--- src/rtl/vga_scene_renderer.sv ---
// Parametrised VGA scene renderer: scan counters, frame-latched sprite positions,
// frog/croc/border compositing with registered RGB, and a per-frame collision flag.
// Optional border band is compiled in when SCENE_BORDER_EN is defined.
module vga_scene_renderer #(
  parameter int HTOTAL    = 800,
  parameter int VTOTAL    = 521,
  parameter int HPULSE    = 96,
  parameter int VPULSE    = 2,
  parameter int HBP       = 144,
  parameter int HFP       = 784,
  parameter int VBP       = 31,
  parameter int VFP       = 511,
  parameter int NUM_CROC  = 3,
  parameter int FROG_SIZE = 32,
  parameter int CROC_W    = 16,
  parameter int CROC_LEN  = 92,
  parameter int CROC_YOFF = 8
) (
  input  logic                     dclk,
  input  logic                     rst,
  input  logic [9:0]               frog_x,
  input  logic [9:0]               frog_y,
  input  logic [9*NUM_CROC-1:0]    croc_y,
  input  logic [10*NUM_CROC-1:0]   croc_x,
  output logic                     vga_h_sync,
  output logic                     vga_v_sync,
  output logic [2:0]               vga_R,
  output logic [2:0]               vga_G,
  output logic [1:0]               vga_B,
  output logic                     in_frog,
  output logic                     in_croc,
  output logic                     frame_done,
  output logic                     collide
);

  localparam logic [9:0]  HLAST    = 10'(HTOTAL - 1);
  localparam logic [9:0]  VLAST    = 10'(VTOTAL - 1);
  localparam logic [10:0] HPULSE_W = 11'(HPULSE);
  localparam logic [10:0] VPULSE_W = 11'(VPULSE);
  localparam logic [10:0] HBP_W    = 11'(HBP);
  localparam logic [10:0] HFP_W    = 11'(HFP);
  localparam logic [10:0] VBP_W    = 11'(VBP);
  localparam logic [10:0] VFP_W    = 11'(VFP);
  localparam logic [10:0] FROG_W   = 11'(FROG_SIZE);
  localparam logic [10:0] CW_W     = 11'(CROC_W);
  localparam logic [10:0] LEN_W    = 11'(CROC_LEN);
  localparam logic [10:0] YOFF_W   = 11'(CROC_YOFF);

  logic [9:0]             hx, vy;
  logic [9:0]             frog_x_sh, frog_y_sh;
  logic [9*NUM_CROC-1:0]  croc_y_sh;
  logic [10*NUM_CROC-1:0] croc_x_sh;
  logic                   hit;

  logic [10:0] hx11, vy11, fx11, fy11;
  logic        frame_wrap;
  logic        in_frog_p0, in_croc_p0, active_p0, border_p0, overlap_p0;
  logic [7:0]  rgb_p0;

  // Stage p0: region decode for the pixel the counters present now
  assign hx11       = {1'b0, hx};
  assign vy11       = {1'b0, vy};
  assign fx11       = {1'b0, frog_x_sh};
  assign fy11       = {1'b0, frog_y_sh};
  assign frame_wrap = (hx == HLAST) && (vy == VLAST);

  assign active_p0  = (hx11 >= HBP_W) && (hx11 < HFP_W) && (vy11 >= VBP_W) && (vy11 < VFP_W);
  assign in_frog_p0 = (hx11 >= fx11) && (hx11 < fx11 + FROG_W) &&
                      (vy11 >= fy11) && (vy11 < fy11 + FROG_W);
  assign overlap_p0 = in_frog_p0 && in_croc_p0 && active_p0;

  always_comb begin
    logic [10:0] cx;
    logic [10:0] cy;
    cx         = '0;
    cy         = '0;
    in_croc_p0 = 1'b0;
    for (int i = 0; i < NUM_CROC; i++) begin
      cx = {1'b0, croc_x_sh[10*i +: 10]};
      cy = {2'b00, croc_y_sh[9*i +: 9]} + YOFF_W;
      if ((hx11 >= cx) && (hx11 < cx + CW_W) && (vy11 >= cy) && (vy11 < cy + LEN_W))
        in_croc_p0 = 1'b1;
    end
  end

`ifdef SCENE_BORDER_EN
  assign border_p0 = active_p0 &&
                     ((hx11 < HBP_W + 11'd8) || (hx11 >= HFP_W - 11'd8) ||
                      (vy11 < VBP_W + 11'd8) || (vy11 >= VFP_W - 11'd8));
`else
  assign border_p0 = 1'b0;
`endif

  always_comb begin
    rgb_p0 = 8'b111_111_11;
    if (!active_p0)      rgb_p0 = 8'b000_000_00;
    else if (border_p0)  rgb_p0 = 8'b111_000_11;
    else if (in_croc_p0) rgb_p0 = 8'b111_000_00;
    else if (in_frog_p0) rgb_p0 = 8'b000_111_00;
  end

  // Stage p1: counters, frame-boundary shadow load and registered outputs
  always_ff @(posedge dclk) begin
    if (rst) begin
      hx         <= '0;
      vy         <= '0;
      frog_x_sh  <= '0;
      frog_y_sh  <= '0;
      croc_x_sh  <= '0;
      croc_y_sh  <= '0;
      hit        <= 1'b0;
      collide    <= 1'b0;
      frame_done <= 1'b0;
      vga_h_sync <= 1'b0;
      vga_v_sync <= 1'b0;
      vga_R      <= '0;
      vga_G      <= '0;
      vga_B      <= '0;
      in_frog    <= 1'b0;
      in_croc    <= 1'b0;
    end else begin
      if (hx == HLAST) begin
        hx <= '0;
        vy <= (vy == VLAST) ? 10'd0 : vy + 10'd1;
      end else begin
        hx <= hx + 10'd1;
      end

      if (frame_wrap) begin
        // New positions take effect exactly at the first pixel of the next frame
        frog_x_sh <= frog_x;
        frog_y_sh <= frog_y;
        croc_x_sh <= croc_x;
        croc_y_sh <= croc_y;
        collide   <= hit || overlap_p0;
        hit       <= 1'b0;
      end else if (overlap_p0) begin
        hit <= 1'b1;
      end

      frame_done <= frame_wrap;
      vga_h_sync <= (hx11 < HPULSE_W);
      vga_v_sync <= (vy11 < VPULSE_W);
      vga_R      <= rgb_p0[7:5];
      vga_G      <= rgb_p0[4:2];
      vga_B      <= rgb_p0[1:0];
      in_frog    <= in_frog_p0;
      in_croc    <= in_croc_p0;
    end
  end

endmodule

--- config.mk ---
export PLATFORM = sky130hd
export DESIGN_NAME = vga_scene_renderer
export DESIGN_NICKNAME = d
export VERILOG_FILES = /design/src/rtl/vga_scene_renderer.sv
export SDC_FILE = /design/constraint.sdc
export NUM_CORES = 1
export LEC_CHECK = 0
export BUFFER_PORTS_ARGS = -buffer_cell sky130_fd_sc_hd__buf_4
export CORE_MARGIN = 3
export CORE_UTILIZATION = 61
export CTS_BUF_LIST = sky130_fd_sc_hd__clkbuf_2
export DETAILED_ROUTE_END_ITERATION = 7
export PLACE_DENSITY = 0.8
export SYNTH_ARGS = -nofsm -noshare
export SYNTH_HDL_FRONTEND = slang
export SYNTH_SLANG_ARGS = --single-unit
--- constraint.sdc ---
create_clock -name dclk -period 3.48 [get_ports dclk]
set_input_delay 0.348 -clock dclk [delete_from_list [all_inputs] [get_ports dclk]]
set_output_delay 0.348 -clock dclk [all_outputs]
set_load 0.03 [all_outputs]
**Word level (Yosys, flattened, before mapping)**

Index checks and enable logic that the tools add are counted.

- Bits of input ports: 79
- Logic and storage cells: 83
- RAM bits: 0
- ROM bits: 0
- Output and inout bits: 14
- Register bits: 112
- Memories kept: 0
- Bits in latches: 0

- Muxes and demuxes: 6
- Reductions and logical operators: 23
- Div/mod/pow operators: 0
- $add $sub $neg: 13
- $mul: 0
- Equal/unequal tests: 2
- Magnitude comparators: 22
- Bitwise logic cells: 1
- Shift operators: 0

Operator list:

| kind | number |
|---|---|
| $lt A10 B11 Y1 | 8 |
| $ge A10 B10 Y1 | 8 |
| $add A10 B5 Y11 const B | 3 |
| $add A10 B7 Y11 const B | 3 |
| $add A9 B4 Y10 const B | 3 |
| $add A10 B6 Y11 const B | 2 |
| $add A10 B1 Y10 const B | 2 |
| $eq A10 B10 Y1 const B | 2 |
| $logic_and A1 B1 Y1 | 18 |
| $mux W8 | 2 |
| $ge A10 B5 Y1 const B | 1 |
| $ge A10 B8 Y1 const B | 1 |
| $lt A10 B10 Y1 const B | 1 |
| $lt A10 B2 Y1 const B | 1 |
| $lt A10 B7 Y1 const B | 1 |
| $lt A10 B9 Y1 const B | 1 |
| $mux W10 | 1 |
| $reduce_or A2 Y1 | 3 |
| $mux W1 | 3 |
| $reduce_or A3 Y1 | 1 |
| $logic_or A1 B1 Y1 | 1 |
| $not A1 Y1 | 1 |

**Depth between registers and ports, before layout**

- Depth in word-level cells: 11
- Depth in mapped cells: 14
- Gate-level depth less buffers: 14

**Worst setup path before layout**

OpenSTA, ideal clock, no wires.

- Path kind: register to register
- Start point: register croc_y_sh[3]
- End point: register vga_R[1]
- Required time: 3.410 ns
- Setup time: 0.070 ns
- Clock period less this slack: 2.883 ns
- Cell stages (with the launch flop): 14
- Slack: 0.597 ns
- Data arrival time: 2.813 ns
- Buffers on the path: 0
- Path through: dfxtp_1 ha_1 nand3_1 xor2_1 nor2_1 xor2_1 ha_1 a21o_1 a21oi_1 o2111ai_1 a21o_1 or4_1 and3_1 a21oi_1

- Cells in the longest elaborated chain, start to end: 8
- Elaborated cells between the ends (all ways): 10
- Those cells by class: add/sub: 2; order compare: 2; mux: 4; reduce/logical: 2

Ends and longest elaborated chain:

| element | RTL line | RTL |
|---|---|---|
| start: declaration | 51 | `logic [9*NUM_CROC-1:0] croc_y_sh;` |
| start signal: assignment | 134 | `croc_y_sh <= croc_y;` |
| $add A9 B4 Y10 (*) | 80 | `cy = {2'b00, croc_y_sh[9*i +: 9]} + YOFF_W;` |
| $add A10 B7 Y11 or $ge A10 B10 Y1 (tied branches) | 81 | `if ((hx11 >= cx) && (hx11 < cx + CW_W) && (vy11 >= cy) && (vy11 < cy + LEN_W))` |
| $lt A10 B11 Y1 or $logic_and A1 B1 Y1 (tied branches) | 81 |  |
| $logic_and A1 B1 Y1 (*) | 81 |  |
| $mux W1 (*) (3 in series) | 81 |  |
| $mux W8 (*) | 98 | `else if (in_croc_p0) rgb_p0 = 8'b111_000_00;` |
| end signal: assignment | 144 | `vga_R <= rgb_p0[7:5];` |
| end: declaration | 27 | `output logic [2:0] vga_R,` |

Mark *: on every way between the ends. The rest lies on a longest branch, timed or not.
A chain may end at the register's enable or synchronous reset.

**Final worst setup path**

Ends and elaborated chain as after synthesis.

==> impl_metrics.toml <==
[run_status]
status = "finished clean"

[sta]
period_minus_slack_ns = 3.24
setup_viol = 0
finClkSkew_ns = 0.0237
whs_ns = 0.261
fmax_mhz = 309
relSlewSlack = 0.361
finalSetupTns_ns = 0
finalHoldViolations = 0
fin_crit_sh = 0.931
tightest_slew_ns = 0.959
maxSlewViolCount = 0
rsz0062_at_grt = "no"

[cts]
cts_setup_buffers = 0
cts_htree_levels = 3
clock_path_buffers = 2
insertion_delay_ns = 0.63
cts.sinks = 107
clk_pin_slew_ns = 0.28
cts_root_buf = "clkbuf_2"
cts_tree = "done"
cts_buffers = 9

[setup_path]
arrival_ns = 3.84
cp-end-kind = "flop"
crit_type = "flop to flop"
cp_max_fo = 7
critPathRequiredTime_ns = 4.08
critPathLaunchType = "flop"

[floorplanning]
die_width_microns = 120
die_area_sq_mm = 0.0144
die_h_microns = 120
rows = 41
initial_core_util = 0.626
io_pins = 93
core-area_sq_mm = 0.0127

[synthesis]
ys_seq_area_frac = 0.270
syn-cell-area_sq_mm = 0.00794
syn_area_per_cell_sq_um = 7.93
synth_top_cell_by_area = "dfxtp_1"
ys_ff_latch = 107
ys_warn_count = 0
syn-num-nets = 1228
synth_area_leaders = "dfxtp_1 27%, ha_1 23%, nand2_1 8.6%"
synth_top_area_frac = 0.270
synthFlopType = "dfxtp_1"
synth_cells = 1001
synth_edf_count = 0
ys_types = 51
async_flop_share = 0

[layout]
final_cell_mix = "181 x nand2_1, 148 x ha_1, 115 x a21oi_1"
num-nets-final = 1381
final_common_cell = "nand2_1"
drive_above_1_share = 0.105
num-fill-cells = 953
final_core_util = 0.761
area_delta_synth_final_pct = 21.5
fin_cells = 1332

[global_route]
antenna_found_initial = 1
grt_max_degree = 90
overflow = 0
grt_pass1_vias = 6993
grt_pass1_wl_microns = 32400
groute.layer.met2.usage = 0.489
gr-usage-met1 = 0.339
grt_use_total = 0.273
met3_usage = 0.0462
busiest_layer = "met2"

[routing]
ant_nets = 0
dr_total_vias = 7390
drtPass1Iterations = 6
drtIter0Drc = 467
wl_microns = 19500
vias_per_cell = 5.55
drc = 0
wire_per_inst_microns = 14.6

[placement]
dp_cells = 1238
gp_congestion = 0.906
dp_hpwl_microns = 13500
portBuffers = 92

[job]
drv_cap = 0

[power_and_ir_drop]
p_total_uw = 2150
power_leakage_uw = 0.00399
cellPowerDensity_mw_per_mm2 = 223
ir_drop_mv = 0.279

[worst_hold_path]
hp-class = "input pin to flop"
-- worst paths after layout --
kind / start / end / slack [ns] / cells past startpoint
max: croc_y_sh[3]$_SDFFE_PP0P_ / vga_R[1]$_SDFF_PP0_ / 0.24 / 14
min: rst / in_croc$_SDFF_PP0_ / 0.26 / 2
max reg2reg: croc_y_sh[3]$_SDFFE_PP0P_ / vga_R[1]$_SDFF_PP0_ / 0.24 / 14
min reg2reg: croc_x_sh[13]$_SDFFE_PP0P_ / croc_x_sh[13]$_SDFFE_PP0P_ / 0.47 / 2
-- registers in the layout, indices dropped and copies added, names as in the netlist, 10 cells and up --
signal,count
vy,10
frog_x_sh,10
croc_y_sh,27
frog_y_sh,10
croc_x_sh,30
hx,10
-- worst max-delay path, cell delays in order (launching register included) --
cell and delay [ns]:
dfxtp_1 0.53, ha_1 0.32, xnor2_1 0.13, a21oi_1 0.22, nor2b_1 0.08, nor2_1 0.11, xor2_1 0.18, ha_1 0.27
a21o_1 0.18, a21oi_1 0.14, o2111ai_1 0.12, a21o_1 0.17, or4_1 0.43, and3_1 0.20, a21oi_1 0.13
-- Yosys cell counts (3+ instances only) --
cell type / instances
a2111oi_0: 6
a211o_1: 4
a211oi_1: 7
a21boi_0: 4
a21o_1: 8
a21oi_1: 115
and3_1: 6
buf_2: 9
buf_4: 7
buf_6: 3
clkbuf_1: 17
dfxtp_1: 107
ha_1: 148
inv_1: 69
nand2_1: 182
nand2b_1: 13
nand3_1: 48
nand4_1: 8
nor2_1: 47
nor2b_1: 15
nor3_1: 14
nor4_1: 8
o2111ai_1: 3
o211ai_1: 6
o21a_1: 9
o21ai_0: 31
o22ai_1: 3
o311ai_0: 3
or3_1: 3
or4_1: 6
xnor2_1: 37
xor2_1: 25
-- routing by layer --
layer  vias to the layer above  share of wire
li1                       3788              -
met1                      3410           0.44
met2                       168           0.49
met3                        24          0.047
met4                         0          0.016
met5                         -              0
-- metrics by stage --
step	setup WS (ns)	instance area, sq um
2_1_floorplan	0.597	7940
3_3_place_gp	0.368	8720
3_5_place_dp	0.285	8720
4_1_cts	0.218	9630
5_1_grt	0.00812	9640
6_report	0.242	9640
-- cell type report --
cell class	instances	area [sq um]	share of cell area
multi-input combinational	789	5350	0.555
clock inverter	6	90.1	0.00934
tap	172	215	0.0223
inverter	69	259	0.0269
clock buffer	10	50.0	0.00519
timing repair buffer	178	1530	0.159
sequential	107	2140	0.222
antenna	1	2.50	0.000260
-- power by group --
part | internal [uW] | switching [uW] | total [uW] | leakage (uW)
clock | 243 | 422 | 665 | 0.0000837
combinational | 149 | 97.3 | 246 | 0.00304
sequential | 1240 | 5.16 | 1240 | 0.000863
total | 1630 | 524 | 2150 | 0.00399
-- kinds of logic (layout without fill, tap and decap cells) --
group	count (synthesis)	count (layout)	share of synthesized area
xor+xnor	62	62	0.0684
simple gates	361	361	0.206
flops	107	107	0.270
compound gates	216	216	0.163
fa+ha+maj	148	148	0.233
mux	2	2	0.00252
other cells	0	1	0
buf+inv	105	263	0.0572
-- what timing repair did --
action	in CTS	in global routing
hold buffers	77	0
hold endpoints to repair	77	0
setup endpoints to repair	0	2
resized for setup	0	1
(Power assumes the default switching activity.)
